--- config.mk ---
export PLATFORM = sky130hd
export DESIGN_NAME = res_station_param
export DESIGN_NICKNAME = d
export VERILOG_FILES = /design/src/rtl/res_station_param.sv
export SDC_FILE = /design/constraint.sdc
export NUM_CORES = 1
export LEC_CHECK = 0
export CORE_MARGIN = 5
export CORE_UTILIZATION = 40
export DETAILED_ROUTE_END_ITERATION = 8
export GPL_TIMING_DRIVEN = 0
export HOLD_SLACK_MARGIN = 0.05
export PLACE_DENSITY = 0.6
export SYNTH_ARGS = -nofsm -noshare
export SYNTH_HDL_FRONTEND = slang
export SYNTH_SLANG_ARGS = --single-unit
--- constraint.sdc ---
create_clock -name clk -period 4 [get_ports clk]
set_input_delay 0.8 -clock clk [delete_from_list [all_inputs] [get_ports clk]]
set_output_delay 0.8 -clock clk [all_outputs]
set_load 0.03 [all_outputs]
--- src/rtl/res_station_param.sv ---
// res_station_param: reservation station for one functional-unit group.
// Holds up to DEPTH dispatched ops. Operands arrive as values or producer tags,
// pending tags are resolved by snooping the CDB, and the oldest fully-ready
// entry is offered to the FU over a valid/ready handshake.
//
// Ports:
//   clk, nRST                      clock (rising edge), synchronous active-low reset
//   flush                          clears every entry (mispredict recovery)
//   disp_valid / disp_ready        dispatch handshake; disp_ready = !full
//   disp_op, disp_vj/vk, disp_qj/qk  dispatched opcode, operand values, producer tags (0 = value valid)
//   cdb_valid, cdb_tag, cdb_data   common data bus broadcast
//   issue_valid / issue_ready      issue handshake towards the FU
//   issue_op, issue_vj/vk          presented opcode and operands (0 when nothing is presented)
//   issue_tag                      {zero pad, STATION_ID, entry index}, the result tag for the CDB
//   full, count                    occupancy status
module res_station_param #(
    parameter int unsigned  DEPTH      = 4,
    parameter int unsigned  DATA_W     = 32,
    parameter int unsigned  OP_W       = 5,
    parameter int unsigned  TAG_W      = 4,
    parameter int unsigned  ID_W       = 2,
    parameter int unsigned  STATION_ID = 1,
    localparam int unsigned IDX_W      = $clog2(DEPTH),
    localparam int unsigned CNT_W      = $clog2(DEPTH + 1)
) (
    input  logic              clk,
    input  logic              nRST,
    input  logic              flush,
    input  logic              disp_valid,
    output logic              disp_ready,
    input  logic [OP_W-1:0]   disp_op,
    input  logic [DATA_W-1:0] disp_vj,
    input  logic [DATA_W-1:0] disp_vk,
    input  logic [TAG_W-1:0]  disp_qj,
    input  logic [TAG_W-1:0]  disp_qk,
    input  logic              cdb_valid,
    input  logic [TAG_W-1:0]  cdb_tag,
    input  logic [DATA_W-1:0] cdb_data,
    output logic              issue_valid,
    input  logic              issue_ready,
    output logic [OP_W-1:0]   issue_op,
    output logic [DATA_W-1:0] issue_vj,
    output logic [DATA_W-1:0] issue_vk,
    output logic [TAG_W-1:0]  issue_tag,
    output logic              full,
    output logic [CNT_W-1:0]  count
);

    // Entry storage
    logic [DEPTH-1:0]  busy_q, busy_d;
    // age_q[i][j] set means entry i was dispatched before entry j
    logic [DEPTH-1:0]  age_q [DEPTH];
    logic [DEPTH-1:0]  age_d [DEPTH];
    logic [OP_W-1:0]   op_q  [DEPTH];
    logic [OP_W-1:0]   op_d  [DEPTH];
    logic [DATA_W-1:0] vj_q  [DEPTH];
    logic [DATA_W-1:0] vj_d  [DEPTH];
    logic [DATA_W-1:0] vk_q  [DEPTH];
    logic [DATA_W-1:0] vk_d  [DEPTH];
    logic [TAG_W-1:0]  qj_q  [DEPTH];
    logic [TAG_W-1:0]  qj_d  [DEPTH];
    logic [TAG_W-1:0]  qk_q  [DEPTH];
    logic [TAG_W-1:0]  qk_d  [DEPTH];
    logic [CNT_W-1:0]  count_q, count_d;

    logic [DEPTH-1:0]  ready_c;
    logic [DEPTH-1:0]  blocked_c;
    logic              sel_valid_c;
    logic [IDX_W-1:0]  sel_idx_c;
    logic [IDX_W-1:0]  alloc_idx_c;
    logic              full_c;
    logic              disp_fire_c;
    logic              issue_fire_c;
    logic              cdb_live_c;

    // Ready entries, judged from registered state only
    always_comb begin
        for (int i = 0; i < DEPTH; i++) begin
            ready_c[i] = busy_q[i] && (qj_q[i] == '0) && (qk_q[i] == '0);
        end
    end

    // An entry is blocked when some older entry is also ready
    always_comb begin
        for (int i = 0; i < DEPTH; i++) begin
            blocked_c[i] = 1'b0;
            for (int j = 0; j < DEPTH; j++) begin
                if ((j != i) && ready_c[j] && age_q[j][i]) begin
                    blocked_c[i] = 1'b1;
                end
            end
        end
    end

    // Oldest ready entry: the unique ready, unblocked one
    always_comb begin
        sel_valid_c = 1'b0;
        sel_idx_c   = '0;
        for (int i = 0; i < DEPTH; i++) begin
            if (ready_c[i] && !blocked_c[i]) begin
                sel_valid_c = 1'b1;
                sel_idx_c   = IDX_W'(i);
            end
        end
    end

    // Lowest-index free entry (downward scan so the lowest index wins)
    always_comb begin
        alloc_idx_c = '0;
        for (int i = DEPTH - 1; i >= 0; i--) begin
            if (!busy_q[i]) begin
                alloc_idx_c = IDX_W'(i);
            end
        end
    end

    assign full_c       = &busy_q;
    assign disp_fire_c  = disp_valid && !full_c;
    assign issue_fire_c = sel_valid_c && issue_ready;
    assign cdb_live_c   = cdb_valid && (cdb_tag != '0);

    // Next-state: flush wins; otherwise wakeup, issue release and dispatch combine
    always_comb begin
        busy_d  = busy_q;
        count_d = count_q;
        for (int i = 0; i < DEPTH; i++) begin
            age_d[i] = age_q[i];
            op_d[i]  = op_q[i];
            vj_d[i]  = vj_q[i];
            vk_d[i]  = vk_q[i];
            qj_d[i]  = qj_q[i];
            qk_d[i]  = qk_q[i];
        end

        if (flush) begin
            busy_d  = '0;
            count_d = '0;
        end else begin
            if (cdb_live_c) begin
                for (int i = 0; i < DEPTH; i++) begin
                    if (busy_q[i] && (qj_q[i] == cdb_tag)) begin
                        vj_d[i] = cdb_data;
                        qj_d[i] = '0;
                    end
                    if (busy_q[i] && (qk_q[i] == cdb_tag)) begin
                        vk_d[i] = cdb_data;
                        qk_d[i] = '0;
                    end
                end
            end

            if (issue_fire_c) begin
                busy_d[sel_idx_c] = 1'b0;
            end

            if (disp_fire_c) begin
                busy_d[alloc_idx_c] = 1'b1;
                op_d[alloc_idx_c]   = disp_op;
                vj_d[alloc_idx_c]   = disp_vj;
                vk_d[alloc_idx_c]   = disp_vk;
                qj_d[alloc_idx_c]   = disp_qj;
                qk_d[alloc_idx_c]   = disp_qk;
                // Same-cycle CDB bypass into the newly allocated entry
                if (cdb_live_c && (disp_qj == cdb_tag)) begin
                    vj_d[alloc_idx_c] = cdb_data;
                    qj_d[alloc_idx_c] = '0;
                end
                if (cdb_live_c && (disp_qk == cdb_tag)) begin
                    vk_d[alloc_idx_c] = cdb_data;
                    qk_d[alloc_idx_c] = '0;
                end
                // New entry is younger than every other; stale rows of free entries
                // are rewritten when those entries are next allocated
                for (int j = 0; j < DEPTH; j++) begin
                    age_d[alloc_idx_c][j] = 1'b0;
                    age_d[j][alloc_idx_c] = (IDX_W'(j) != alloc_idx_c);
                end
            end

            case ({disp_fire_c, issue_fire_c})
                2'b10:   count_d = count_q + CNT_W'(1);
                2'b01:   count_d = count_q - CNT_W'(1);
                default: count_d = count_q;
            endcase
        end
    end

    // State registers with synchronous reset
    always_ff @(posedge clk) begin
        if (!nRST) begin
            busy_q  <= '0;
            count_q <= '0;
            for (int i = 0; i < DEPTH; i++) begin
                age_q[i] <= '0;
                op_q[i]  <= '0;
                vj_q[i]  <= '0;
                vk_q[i]  <= '0;
                qj_q[i]  <= '0;
                qk_q[i]  <= '0;
            end
        end else begin
            busy_q  <= busy_d;
            count_q <= count_d;
            for (int i = 0; i < DEPTH; i++) begin
                age_q[i] <= age_d[i];
                op_q[i]  <= op_d[i];
                vj_q[i]  <= vj_d[i];
                vk_q[i]  <= vk_d[i];
                qj_q[i]  <= qj_d[i];
                qk_q[i]  <= qk_d[i];
            end
        end
    end

    // Outputs decoded from registered state; zero when nothing is presented
    assign issue_valid = sel_valid_c;
    assign issue_op    = sel_valid_c ? op_q[sel_idx_c] : '0;
    assign issue_vj    = sel_valid_c ? vj_q[sel_idx_c] : '0;
    assign issue_vk    = sel_valid_c ? vk_q[sel_idx_c] : '0;
    assign issue_tag   = sel_valid_c ? TAG_W'({ID_W'(STATION_ID), sel_idx_c}) : '0;
    assign full        = full_c;
    assign disp_ready  = !full_c;
    assign count       = count_q;

endmodule

# Yosys cells after proc, flatten, opt, wreduce, memory -nomap -nowiden
# Memory sizes are Yosys's and may differ from the RTL's.
# Index checks and enable logic that the tools add are counted.
# word_totals
regBits	7
latch_bits	0
ramBits	324
mem_bits_ro	0
in_bits	119
output_inout_bits	79
mem_count	6
# memory_table
memory	depth	word_bits	read_ports	rd_clocked_by_memory_dff	write_ports	line	rtl
vj_q	4	32	5	0	4	56	logic [DATA_W-1:0] vj_q [DEPTH];
vk_q	4	32	5	0	4	58	logic [DATA_W-1:0] vk_q [DEPTH];
op_q	4	5	5	0	4	54	logic [OP_W-1:0] op_q [DEPTH];
age_q	4	4	4	0	4	52	logic [DEPTH-1:0] age_q [DEPTH];
qj_q	4	4	4	0	4	60	logic [TAG_W-1:0] qj_q [DEPTH];
qk_q	4	4	4	0	4	62	logic [TAG_W-1:0] qk_q [DEPTH];
# classes
add_sub_neg	2
n_mul	0
div	0
magnitude_cmp	6
n_eq_ne	15
n_shift	0
muxes	126
n_bitwise	40
reduce_logical	58
# ops
operator	count
$mux W128	10
$mux W32	19
$bwmux W128	4
$mux W16	12
$mux W4	25
$and A16 B16 Y16	6
$not A16 Y16	5
$demux W32 S2	1
$demux W4 S2	5
$eq A4 B4 Y1	10
$logic_and A1 B1 Y1	40
$mux W20	2
$bwmux W16	2
$logic_not A4 Y1	8
$mux W5	6
$or A1 B1 Y1	24
$mux W1	22
$bwmux W20	1
$bwmux W4	4
$mux W2	7
$demux W5 S2	1
$lt A2 B3 Y1 const B	2
$mux W3	2
$pmux W3 S2	1
other kinds (20)	28

# Depth between registers and ports, before layout
# An unclocked memory read counts as a cell.
# logic_depth
depth_word	23
ltp_mapped	11
mapped_depth_nobuf	11

# Worst setup path after synthesis
# No wires, ideal clock.
# synth_path
path_kind	register to register
startpoint	memory qj_q[2][0]
endpoint	register count_q[2] (netlist: count[2])
setup_ns	0.071
t_arrival_ns	3.192
setup_slack_ns	0.737
stages_incl_launch_ff	11
n_path_buf	0
period_less_slack_ns	3.263
cell_sequence	dfxtp_1 > or4b_1 > o2111ai_2 > nand2_1 > or2_1 > and2_1 > ha_1 > fa_1 > xnor2_1 > or3_1 > a21oi_1
# synth_lines
item	line	rtl
start, declared	60	
end signal, assigned	203	count_q <= count_d;
end, declared	64	logic [CNT_W-1:0] count_q, count_d;

==> flow_summary.ini <==
[clock_tree]
clk_pin_slew_worst_paths_ns = 0.06
cts_root_buffer = clkbuf_16
cts_tree = built
clock_latency_ns = 0.57
cts_buffer_depth = 3
numCtsBuffers = 39
numClockSinks = 327
htreeDepth = 2

[worst_setup_path]
arrival_ns = 3.17
start_kind = flop
crit_required_ns = 3.20
critPathKind = reg -> out
critPathMaxFanout = 10
end_kind = primary output

[yosys]
synthCells = 2222
synthArstFlopShare_pct = 0
ys_seq_area_share_pct = 37.5
syn-num-nets = 2343
synth_top_flop_cell = dfxtp_1
synth_edf_count = 0
synth_warnings = 0
synthDistinctLibCells = 64
ys_seq_elements = 327
syn_area_um2 = 17500
avgSynthCellArea_um2 = 7.86

[cells_and_area]
postLayoutCoreUtil_pct = 49.2
fillers = 4316
drive_gt1_share_pct = 9.26
final_common_cell = nand2_1
final_cell_mix = 397 x nand2_1, 327 x dfxtp_1, 144 x a21oi_1
syn2layout_area_growth_pct = 21.8
fin_nets = 2554

[sta]
worst_pin_slew_ns = 1.08
setup-tns-final_ns = 0
maxSlewViolCount = 0
post-route-period-util_pct = 99.3
fmax_mhz = 252
fin_crit_ns = 3.97
hold_viol = 0
fin_skew_ns = 0.0181
maxSlewHeadroom_pct = 27.8
setup-violations-final = 0

[die]
core_area_um2 = 43200
std_cell_rows = 76
die_height_um = 219
ioPinCount = 198
dieArea_um2 = 47900
die_x_um = 219
initial_core_util_pct = 40.4

[placed_design]
gp_congestion = 0.972
hpwlAfterDp_um = 54000
io_buffer_count = 163

[grt]
grt_pass1_vias = 18200
grt_overflow = 0
track_usage_pct = 30.5
grt_pass1_wl_um = 114000
antenna_found_initial = 2
grt_max_degree = 13

[flow_run]
cap_violations = 0

[routing]
ant_nets = 0
initialDrtViolationCount = 2324
dr.pass1.iters = 8
num_vias = 19200
wl_per_cell_um = 24.9
routed_wl_um = 75800
drc = 0
routed_via_density = 6.28

[power_and_ir_drop]
power.total_mw = 7.90
p_leak_nw = 8.44
power_density_nw_per_um2 = 371
peakVddDrop_uv = 258

[status]
status = complete, no violations

[hold_path]
min_path_type = reg -> reg
-- synthesized netlist by cell type (6+ instances only) --
cell type / count / area, um^2
nand4_1: 9 / 56.3
buf_4: 15 / 113
inv_1: 37 / 139
o21ai_0: 88 / 440
dfxtp_1: 327 / 6550
a22o_1: 32 / 280
xnor2_1: 17 / 149
nor2b_1: 37 / 231
buf_1: 26 / 97.6
nor3_1: 38 / 190
and2_1: 34 / 213
buf_6: 6 / 67.6
o32ai_1: 17 / 149
nor2_1: 113 / 424
a21oi_1: 144 / 721
a221o_1: 45 / 450
buf_2: 56 / 280
o22ai_1: 124 / 776
and3_1: 22 / 138
o221ai_1: 36 / 315
clkbuf_1: 120 / 450
nand2_1: 398 / 1490
nor4_1: 7 / 43.8
a22oi_1: 55 / 413
a21o_1: 64 / 480
a211oi_1: 64 / 480
a21boi_0: 30 / 225
o22a_1: 69 / 604
xor2_1: 25 / 219
nor4b_1: 10 / 87.6
nand3_1: 30 / 150
nor3b_1: 64 / 480
nand2b_1: 9 / 56.3
-- kinds of logic after synthesis --
family          count (synthesis)  share of synthesized area (%)
xor+xnor                       42                           2.11
other cells                     1                         0.0215
fa+ha+maj                       2                          0.186
flops                         327                           37.5
mux                             1                         0.0573
simple gates                  793                           21.6
buf+inv                       261                           6.62
compound gates                795                           31.9
-- power breakdown --
part / leakage, nW / switching (mW) / internal, mW
clock: 0.641 / 1.52 / 2.14
sequential: 2.65 / 0.0518 / 3.33
combinational: 5.15 / 0.559 / 0.303
-- registers in the layout, indices dropped and copies added (netlist names), named ones only --
register and flops:
vj_q 128, vk_q 128, op_q 20, qj_q 16, qk_q 16, age_q 4, busy_q 4, count 3
-- area by class of cell --
class | count | area [um^2] | share of cell area [%]
diodes | 2 | 5.00 | 0.0235
clock inverters | 16 | 170 | 0.800
well taps | 585 | 732 | 3.44
inverters | 37 | 139 | 0.653
plain buffers | 224 | 1100 | 5.20
multi-input cells | 1634 | 9870 | 46.4
flip-flops and latches | 327 | 6550 | 30.8
clock buffers | 53 | 1110 | 5.22
repair buffers | 170 | 1580 | 7.44
-- routing by layer --
metal / global-route usage, % / vias up / part of all wire [%]
met5: 0 / - / 0
met4: 12.9 / 0 / 4.4
met3: 5.92 / 190 / 10
met2: 47.4 / 1202 / 44
met1: 41.6 / 9227 / 41
li1: - / 8533 / -
-- critical path: stages, from the launching register on --
cell and delay, ns:
dfxtp_1 0.38, or4b_1 0.56, o2111a_1 0.30, o21ai_4 0.24, buf_4 0.26, buf_4 0.25, a21oi_1 0.07, o22a_1 0.23
clkdlybuf4s15_2 0.30
-- stage by stage --
| stage | instance area (um^2) | hold WS [ns] | instances | setup slack (ns) |
|---|---|---|---|---|
| 2_1_floorplan | 17500 | 0.418 | 2222 | 0.737 |
| 3_3_place_gp | 19800 | 0.433 | 2970 | -0.681 |
| 3_5_place_dp | 19800 | 0.439 | 2970 | -0.684 |
| 4_1_cts | 21200 | 0.452 | 3045 | 0.00272 |
| 5_1_grt | 21300 | 0.464 | 3047 | -0.00368 |
| 6_report | 21300 | 0.450 | 3048 | 0.0263 |
-- what timing repair did --
| item | CTS | global route |
|---|---|---|
| setup endpoints to repair | 73 | 67 |
| hold endpoints to repair | 0 | 0 |
| hold buffers | 0 | 0 |
| setup buffers | 6 | 1 |
| pin swaps | 3 | 4 |
| resized for setup | 148 | 53 |
-- worst paths after layout --
| path | start | endpoint | slack, ns | depth (start not counted) |
|---|---|---|---|---|
| hold reg to reg | vk_q[2][27] | vk_q[2][27] | 0.45 | 1 |
| setup / recovery | qj_q[2][1] | issue_vk[30] | 0.03 | 8 |
| hold / removal | vk_q[2][27] | vk_q[2][27] | 0.45 | 1 |
| setup reg to reg | qj_q[2][1] | count[2] | 0.62 | 11 |
Power figures use the tool's default switching activity.
